$ cat src/rtl/activation_stream_serializer_if.sv
// Matrix capture bus from the activation stage and the element stream toward writeback.
// master = surrounding environment, slave = serializer.
interface activation_stream_serializer_if #(
  parameter int DATA_WIDTH  = 8,
  parameter int MATRIX_SIZE = 16,
  parameter int IDX_W       = 5
);
  logic                              in_valid;
  logic [MATRIX_SIZE*DATA_WIDTH-1:0] in_data;
  logic [31:0]                       in_size;
  logic                              in_ready;
  logic                              out_valid;
  logic                              out_ready;
  logic signed [DATA_WIDTH-1:0]      out_data;
  logic [IDX_W-1:0]                  out_index;
  logic                              out_last;

  modport master (
    output in_valid, in_data, in_size, out_ready,
    input  in_ready, out_valid, out_data, out_index, out_last
  );

  modport slave (
    input  in_valid, in_data, in_size, out_ready,
    output in_ready, out_valid, out_data, out_index, out_last
  );
endinterface

$ cat src/rtl/activation_stream_serializer.sv
// Two-slot ping-pong buffer that captures whole activation matrices and streams
// them out element by element; matrices arriving while both slots are busy are dropped.
module activation_stream_serializer #(
  parameter int DATA_WIDTH  = 8,
  parameter int MATRIX_SIZE = 16,
  parameter int IDX_W       = 5
) (
  input  logic                          clk,
  input  logic                          rst_n,
  activation_stream_serializer_if.slave bus,
  output logic                          drop_pulse,
  output logic                          overflow,
  input  logic                          clear_overflow,
  output logic [15:0]                   matrix_count
);

  localparam int AW = (MATRIX_SIZE > 1) ? $clog2(MATRIX_SIZE) : 1;

  typedef logic signed [DATA_WIDTH-1:0] elem_t;

  elem_t            slot_data_q [2][MATRIX_SIZE];
  logic [IDX_W-1:0] slot_size_q [2];
  logic             wr_ptr_q;
  logic             rd_ptr_q;
  logic [1:0]       occ_q;
  logic [1:0]       occ_d;
  logic [IDX_W-1:0] rd_idx_q;
  logic             overflow_q;
  logic             drop_q;
  logic [15:0]      count_q;

  logic [IDX_W-1:0] eff_size;
  logic [IDX_W-1:0] head_size;
  logic             head_valid;
  logic             head_last;
  logic             hs;
  logic             pop;
  logic             want;
  logic             accept;
  logic             drop;

  always_comb begin
    if (bus.in_size > 32'(MATRIX_SIZE)) eff_size = IDX_W'(MATRIX_SIZE);
    else                                eff_size = bus.in_size[IDX_W-1:0];
  end

  assign head_valid = (occ_q != 2'd0);
  assign head_size  = slot_size_q[rd_ptr_q];
  assign head_last  = (rd_idx_q == head_size - IDX_W'(1));
  assign hs         = head_valid && bus.out_ready;
  assign pop        = hs && head_last;

  // A full buffer can still take a matrix when the head drains in the same cycle.
  assign want   = bus.in_valid && (bus.in_size != 32'd0);
  assign accept = want && ((occ_q != 2'd2) || pop);
  assign drop   = want && !accept;

  always_comb begin
    occ_d = occ_q;
    case ({accept, pop})
      2'b10:   occ_d = occ_q + 2'd1;
      2'b01:   occ_d = occ_q - 2'd1;
      default: occ_d = occ_q;
    endcase
  end

  always_ff @(posedge clk or negedge rst_n) begin
    if (!rst_n) begin
      slot_size_q[0] <= '0;
      slot_size_q[1] <= '0;
      wr_ptr_q       <= 1'b0;
      rd_ptr_q       <= 1'b0;
      occ_q          <= 2'd0;
      rd_idx_q       <= '0;
      overflow_q     <= 1'b0;
      drop_q         <= 1'b0;
      count_q        <= 16'd0;
    end else begin
      occ_q  <= occ_d;
      drop_q <= drop;
      if (accept) begin
        slot_size_q[wr_ptr_q] <= eff_size;
        wr_ptr_q              <= ~wr_ptr_q;
      end
      if (hs) begin
        if (head_last) begin
          rd_idx_q <= '0;
          rd_ptr_q <= ~rd_ptr_q;
          count_q  <= count_q + 16'd1;
        end else begin
          rd_idx_q <= rd_idx_q + IDX_W'(1);
        end
      end
      if (drop)                overflow_q <= 1'b1;
      else if (clear_overflow) overflow_q <= 1'b0;
    end
  end

  // Element storage needs no reset: occupancy alone decides what is visible.
  always_ff @(posedge clk) begin
    if (accept) begin
      for (int i = 0; i < MATRIX_SIZE; i++) begin
        slot_data_q[wr_ptr_q][i] <= bus.in_data[i*DATA_WIDTH +: DATA_WIDTH];
      end
    end
  end

  always_comb begin
    bus.out_valid = head_valid;
    bus.out_data  = '0;
    bus.out_index = '0;
    bus.out_last  = 1'b0;
    if (head_valid) begin
      bus.out_data  = slot_data_q[rd_ptr_q][rd_idx_q[AW-1:0]];
      bus.out_index = rd_idx_q;
      bus.out_last  = head_last;
    end
  end

  assign bus.in_ready  = (occ_q != 2'd2);
  assign drop_pulse    = drop_q;
  assign overflow      = overflow_q;
  assign matrix_count  = count_q;

endmodule

$ cat src/flat_wrapper.sv
// flat-port wrapper written by rule: the top's interface ports become plain ports
module activation_stream_serializer_flat 
#(
  parameter int DATA_WIDTH  = 8,
  parameter int MATRIX_SIZE = 16,
  parameter int IDX_W       = 5
)
  (clk, rst_n, drop_pulse, overflow, clear_overflow, matrix_count, bus_in_valid, bus_in_data, bus_in_size, bus_out_ready, bus_in_ready, bus_out_valid, bus_out_data, bus_out_index, bus_out_last);
  activation_stream_serializer_if #(.DATA_WIDTH(DATA_WIDTH), .MATRIX_SIZE(MATRIX_SIZE), .IDX_W(IDX_W)) bus_i ();
  input  logic clk;
  input  logic rst_n;
  output logic drop_pulse;
  output logic overflow;
  input  logic clear_overflow;
  output logic [15:0] matrix_count;
  input wire logic [$bits(bus_i.in_valid)-1:0] bus_in_valid;
  input wire logic [$bits(bus_i.in_data)-1:0] bus_in_data;
  input wire logic [$bits(bus_i.in_size)-1:0] bus_in_size;
  input wire logic [$bits(bus_i.out_ready)-1:0] bus_out_ready;
  output wire logic [$bits(bus_i.in_ready)-1:0] bus_in_ready;
  output wire logic [$bits(bus_i.out_valid)-1:0] bus_out_valid;
  output wire logic [$bits(bus_i.out_data)-1:0] bus_out_data;
  output wire logic [$bits(bus_i.out_index)-1:0] bus_out_index;
  output wire logic [$bits(bus_i.out_last)-1:0] bus_out_last;
  assign bus_i.in_valid = bus_in_valid;
  assign bus_i.in_data = bus_in_data;
  assign bus_i.in_size = bus_in_size;
  assign bus_i.out_ready = bus_out_ready;
  assign bus_in_ready = bus_i.in_ready;
  assign bus_out_valid = bus_i.out_valid;
  assign bus_out_data = bus_i.out_data;
  assign bus_out_index = bus_i.out_index;
  assign bus_out_last = bus_i.out_last;
  activation_stream_serializer #(.DATA_WIDTH(DATA_WIDTH), .MATRIX_SIZE(MATRIX_SIZE), .IDX_W(IDX_W)) u_core (.clk(clk), .rst_n(rst_n), .bus(bus_i), .drop_pulse(drop_pulse), .overflow(overflow), .clear_overflow(clear_overflow), .matrix_count(matrix_count));
endmodule
$ cat config.mk
export PLATFORM = sky130hd
export DESIGN_NAME = activation_stream_serializer_flat
export DESIGN_NICKNAME = d
export VERILOG_FILES = /design/src/rtl/activation_stream_serializer_if.sv /design/src/rtl/activation_stream_serializer.sv /design/src/flat_wrapper.sv
export SDC_FILE = /design/constraint.sdc
export NUM_CORES = 1
export LEC_CHECK = 0
export ABC_CLOCK_PERIOD_IN_PS = 6100
export CAP_MARGIN = 20
export CORE_MARGIN = 2
export CORE_UTILIZATION = 29
export DETAILED_ROUTE_END_ITERATION = 6
export PLACE_DENSITY = 0.52
export RECOVER_POWER = 25
export SYNTH_ARGS = -nofsm -noshare
export SYNTH_HDL_FRONTEND = slang
export SYNTH_SLANG_ARGS = --single-unit
export TNS_END_PERCENT = 20
$ cat constraint.sdc
create_clock -name clk -period 6.1 [get_ports clk]
set_clock_uncertainty 0.05 [all_clocks]
set_input_delay 1.22 -clock clk [delete_from_list [all_inputs] [get_ports clk]]
set_output_delay 1.22 -clock clk [all_outputs]
set_load 0.02 [all_outputs]
==> flow_summary_export.csv <==
group,metric,value,unit
clock_network,clk_pin_slew,60,ps
clock_network,postCtsSetupBuffers,0,
routing,drt-total-wl,26680,um
grt,grt_pass1_vias,6442,
setup_path,crit_slowest_cell,"dfrtp_4",
timing,period_share,81.15,%
setup_path,path_cells,"buf_12, mux4_2, mux4_2, mux2i_1, nor2_1, clkdlybuf4s50_1",
routing,drc,0,
hold_path,hold_depth,1,
outcome,outcome,"complete, no violations",
final_layout,nets,944,
synthesis,yosysTopAreaCellShare,65.92,%
synthesis,ys_types,41,
routing,dr_wl_met2,12980,um
clock_network,hold_buffers,0,
routing,dr_wl_met3,1806,um
grt,grt_use_total,12.82,%
routing,wl_per_cell,20.09,um
place,place_inst,1264,
place,placement.io_buffers,198,
routing,dr.max_layer_used,"met5",
final_layout,instances_no_fill,1328,
routing,drtIter0Drc,366,
routing,vias_per_cell,4.597,
grt,antenna_found_initial,6,
routing,dr.pass1.iters,5,
power_and_ir_drop,p_leak,0.005177,uW
synthesis,synth_nets,723,
clock_network,clock-sinks,293,
floorplan,fp.dieW,204.5,um
floorplan,rows,73,
clock_network,clk_path_buf_depth,3,
setup_path,critPathMaxStageDelay,850,ps
setup_path,worstPathArrival,3680,ps
setup_path,cp-start-kind,"register",
grt,grt_pass1_wl,39360,um
timing,setup_viol,0,
synthesis,synth.area.top_cells,"edfxtp_1 66%, mux4_2 16%, dfrtp_1 7.9%",
grt,grt_max_degree,133,
routing,drt-met1-wl,11380,um
timing,period_needed,4950,ps
timing,rsz0062_at_grt,"false",
synthesis,synth_top_cell_by_area,"edfxtp_1",
setup_path,worst_path_most_repeated_cell,"mux4_2",
floorplan,io_pins,199,
place,placedInstanceArea,14330,um^2
floorplan,die_area,41830,um^2
floorplan,core_area,39730,um^2
synthesis,syn_inst,554,
synthesis,synth_flop_cell,"edfxtp_1",
timing,worstMarginPinSlew,956.4,ps
clock_network,clock_latency,510,ps
setup_path,worstPathRequired,4830,ps
setup_path,rr_startpoint,"u_core.rd_ptr_q",
setup_path,cp_max_fo,32,
final_layout,nFillCells,3594,
timing,slew_headroom,36.09,%
synthesis,ys_ff_latch,293,
setup_path,critPathCaptureType,"primary output",
place,hpwl,17890,um
timing,setup_tns,0,ps
final_layout,area_growth_syn_to_layout,32.64,%
hold_path,min_path_type,"reg -> reg",
clock_network,cts-buffers-inserted,34,
power_and_ir_drop,power,6943,uW
floorplan,die_y,204.5,um
final_layout,final_area,15470,um^2
synthesis,async_reset_ff_share,12.63,%
setup_path,r2r_slack,2000,ps
hold_path,worstHoldEndpoint,"u_core.matrix_count[15]",
clock_network,ctsResizeCount,0,
power_and_ir_drop,power_density,448.9,nW/um^2
final_layout,drive_gt1_share,19.38,%
clock_network,cts_tree,"yes",
grt,grt-ovfl-total,0,
synthesis,netlist_area,11660,um^2
place,globalplace.congestion,0.6973,
clock_network,clock-root-buffer,"clkbuf_16",
timing,slew_viol_final,0,
setup_path,r2r-end,"u_core.slot_data_q[1][68]",
timing,hold_viol,0,
timing,fmax,202.0,MHz
power_and_ir_drop,ir_drop,0.2130,mV
hold_path,worstHoldStart,"u_core.matrix_count[15]",
setup_path,reg2regPathDepth,8,
routing,ant_nets,0,
synthesis,ys_seq_area_share,73.86,%
clock_network,h-tree-depth,2,
floorplan,initial_core_util,29.35,%
final_layout,final_util,38.93,%
synthesis,synth_edf_count,256,
synthesis,yosysWarnings,0,
job,maxCapViolations,0,
synthesis,syn_area_per_cell,21.05,um^2
routing,vias,6105,
setup_path,path_class,"reg -> out",
[flip-flops by register name (all words and copies together) (netlist names)]
signal,flops
u_core.drop_pulse,1
u_core.matrix_count,16
u_core.occ_q,2
u_core.overflow,1
u_core.rd_idx_q,5
u_core.rd_ptr_q,1
u_core.slot_data_q,256
u_core.slot_size_q,10
u_core.wr_ptr_q,1
[per-stage QoR]
step	setup WS [ps]	hold slack [ps]
after CTS	1060	422.5
after detailed placement	1619	415.2
final	1150	422.3
after floorplan	1152	414.7
after global routing	916.9	457.7
after global placement	1623	411.2
[worst max-delay path, delay by kind of cell (launching register included)]
family / cells / cell delay, ps
multiplexers: 3 / 1320
buffers and inverters: 2 / 890
flip-flops: 1 / 850
AND/OR/NAND/NOR: 1 / 70
[cell usage after synthesis, types with 4 or more instances]
| cell type | n |
|---|---|
| nor2_1 | 17 |
| edfxtp_1 | 256 |
| mux4_2 | 81 |
| nor4_1 | 8 |
| nand3_1 | 7 |
| xor2_1 | 12 |
| mux2i_1 | 12 |
| buf_1 | 5 |
| clkbuf_1 | 10 |
| and2_1 | 6 |
| ha_1 | 4 |
| xnor2_1 | 16 |
| nor2b_1 | 9 |
| o21ai_0 | 5 |
| mux2_2 | 9 |
| nor3_1 | 4 |
| nand4_1 | 8 |
| dfrtp_1 | 37 |
| nand2_1 | 11 |
| buf_2 | 6 |
[routing by layer]
layer	track usage (%)	vias up
met5	0	-
li1	-	2728
met1	17.13	3137
met2	20.84	193
met4	3.701	4
met3	3.086	43
[cells by family (layout without fill, tap and decap cells)]
group | Yosys count | after routing | synth area share [%]
DFF | 293 | 293 | 73.86
muxes | 103 | 103 | 17.74
and+or+nand+nor | 81 | 81 | 3.723
xor gates and xnor gates | 28 | 28 | 2.103
buffers and inverters | 27 | 273 | 1.030
AOI/OAI and AO/OA | 18 | 18 | 1.116
adders and majority gates | 4 | 4 | 0.4292
other | 0 | 3 | 0
[worst max-delay path by stage]
stage,from,end,slack (ps),cells after the start
2_1_floorplan,u_core.rd_ptr_q,u_core.slot_size_q[0],1150,11
3_3_place_gp,u_core.rd_ptr_q,bus_out_data[1],1620,6
3_5_place_dp,u_core.rd_ptr_q,bus_out_data[1],1620,6
4_1_cts,u_core.rd_ptr_q,bus_out_data[1],1060,6
5_1_grt,u_core.rd_ptr_q,bus_out_data[7],920,6
6_report,u_core.rd_ptr_q,bus_out_data[4],1150,6
[cell type report]
class	instances	area (um^2)	area share, %
timing repair buffer	209	2115	13.67
antenna	3	7.507	0.04854
clock inverter	18	178.9	1.157
tap	525	656.9	4.247
clock buffer	43	948.4	6.132
inverter	3	11.26	0.07280
multi-input combinational	234	2928	18.93
sequential	293	8622	55.74
[layout by cell type, fill, tap and decap left out, types with 5 or more instances in the layout]
cell	netlist	layout
nor4_1	8	8
dlygate4sd3_1	0	80
buf_4	3	7
xor2_1	12	12
edfxtp_1	256	256
mux2_2	9	9
and2_1	6	6
nand3_1	7	7
nand4_1	8	8
clkinv_2	0	5
nor2_1	17	17
mux4_2	81	81
mux2i_1	12	12
dfrtp_1	37	34
clkbuf_16	0	37
clkbuf_1	10	6
xnor2_1	16	16
clkdlybuf4s50_1	0	118
o21ai_0	5	5
nand2_1	11	11
nor2b_1	9	9
clkinv_1	0	9
[where the power goes]
part           leakage, uW  switching (uW)  internal, uW  total, uW
sequential         0.00287             294          2690       2990
combinational      0.00175             926           987       1910
clock             0.000553             779          1270       2040
total              0.00518            2000          4940       6940
(Power assumes the default switching activity.)
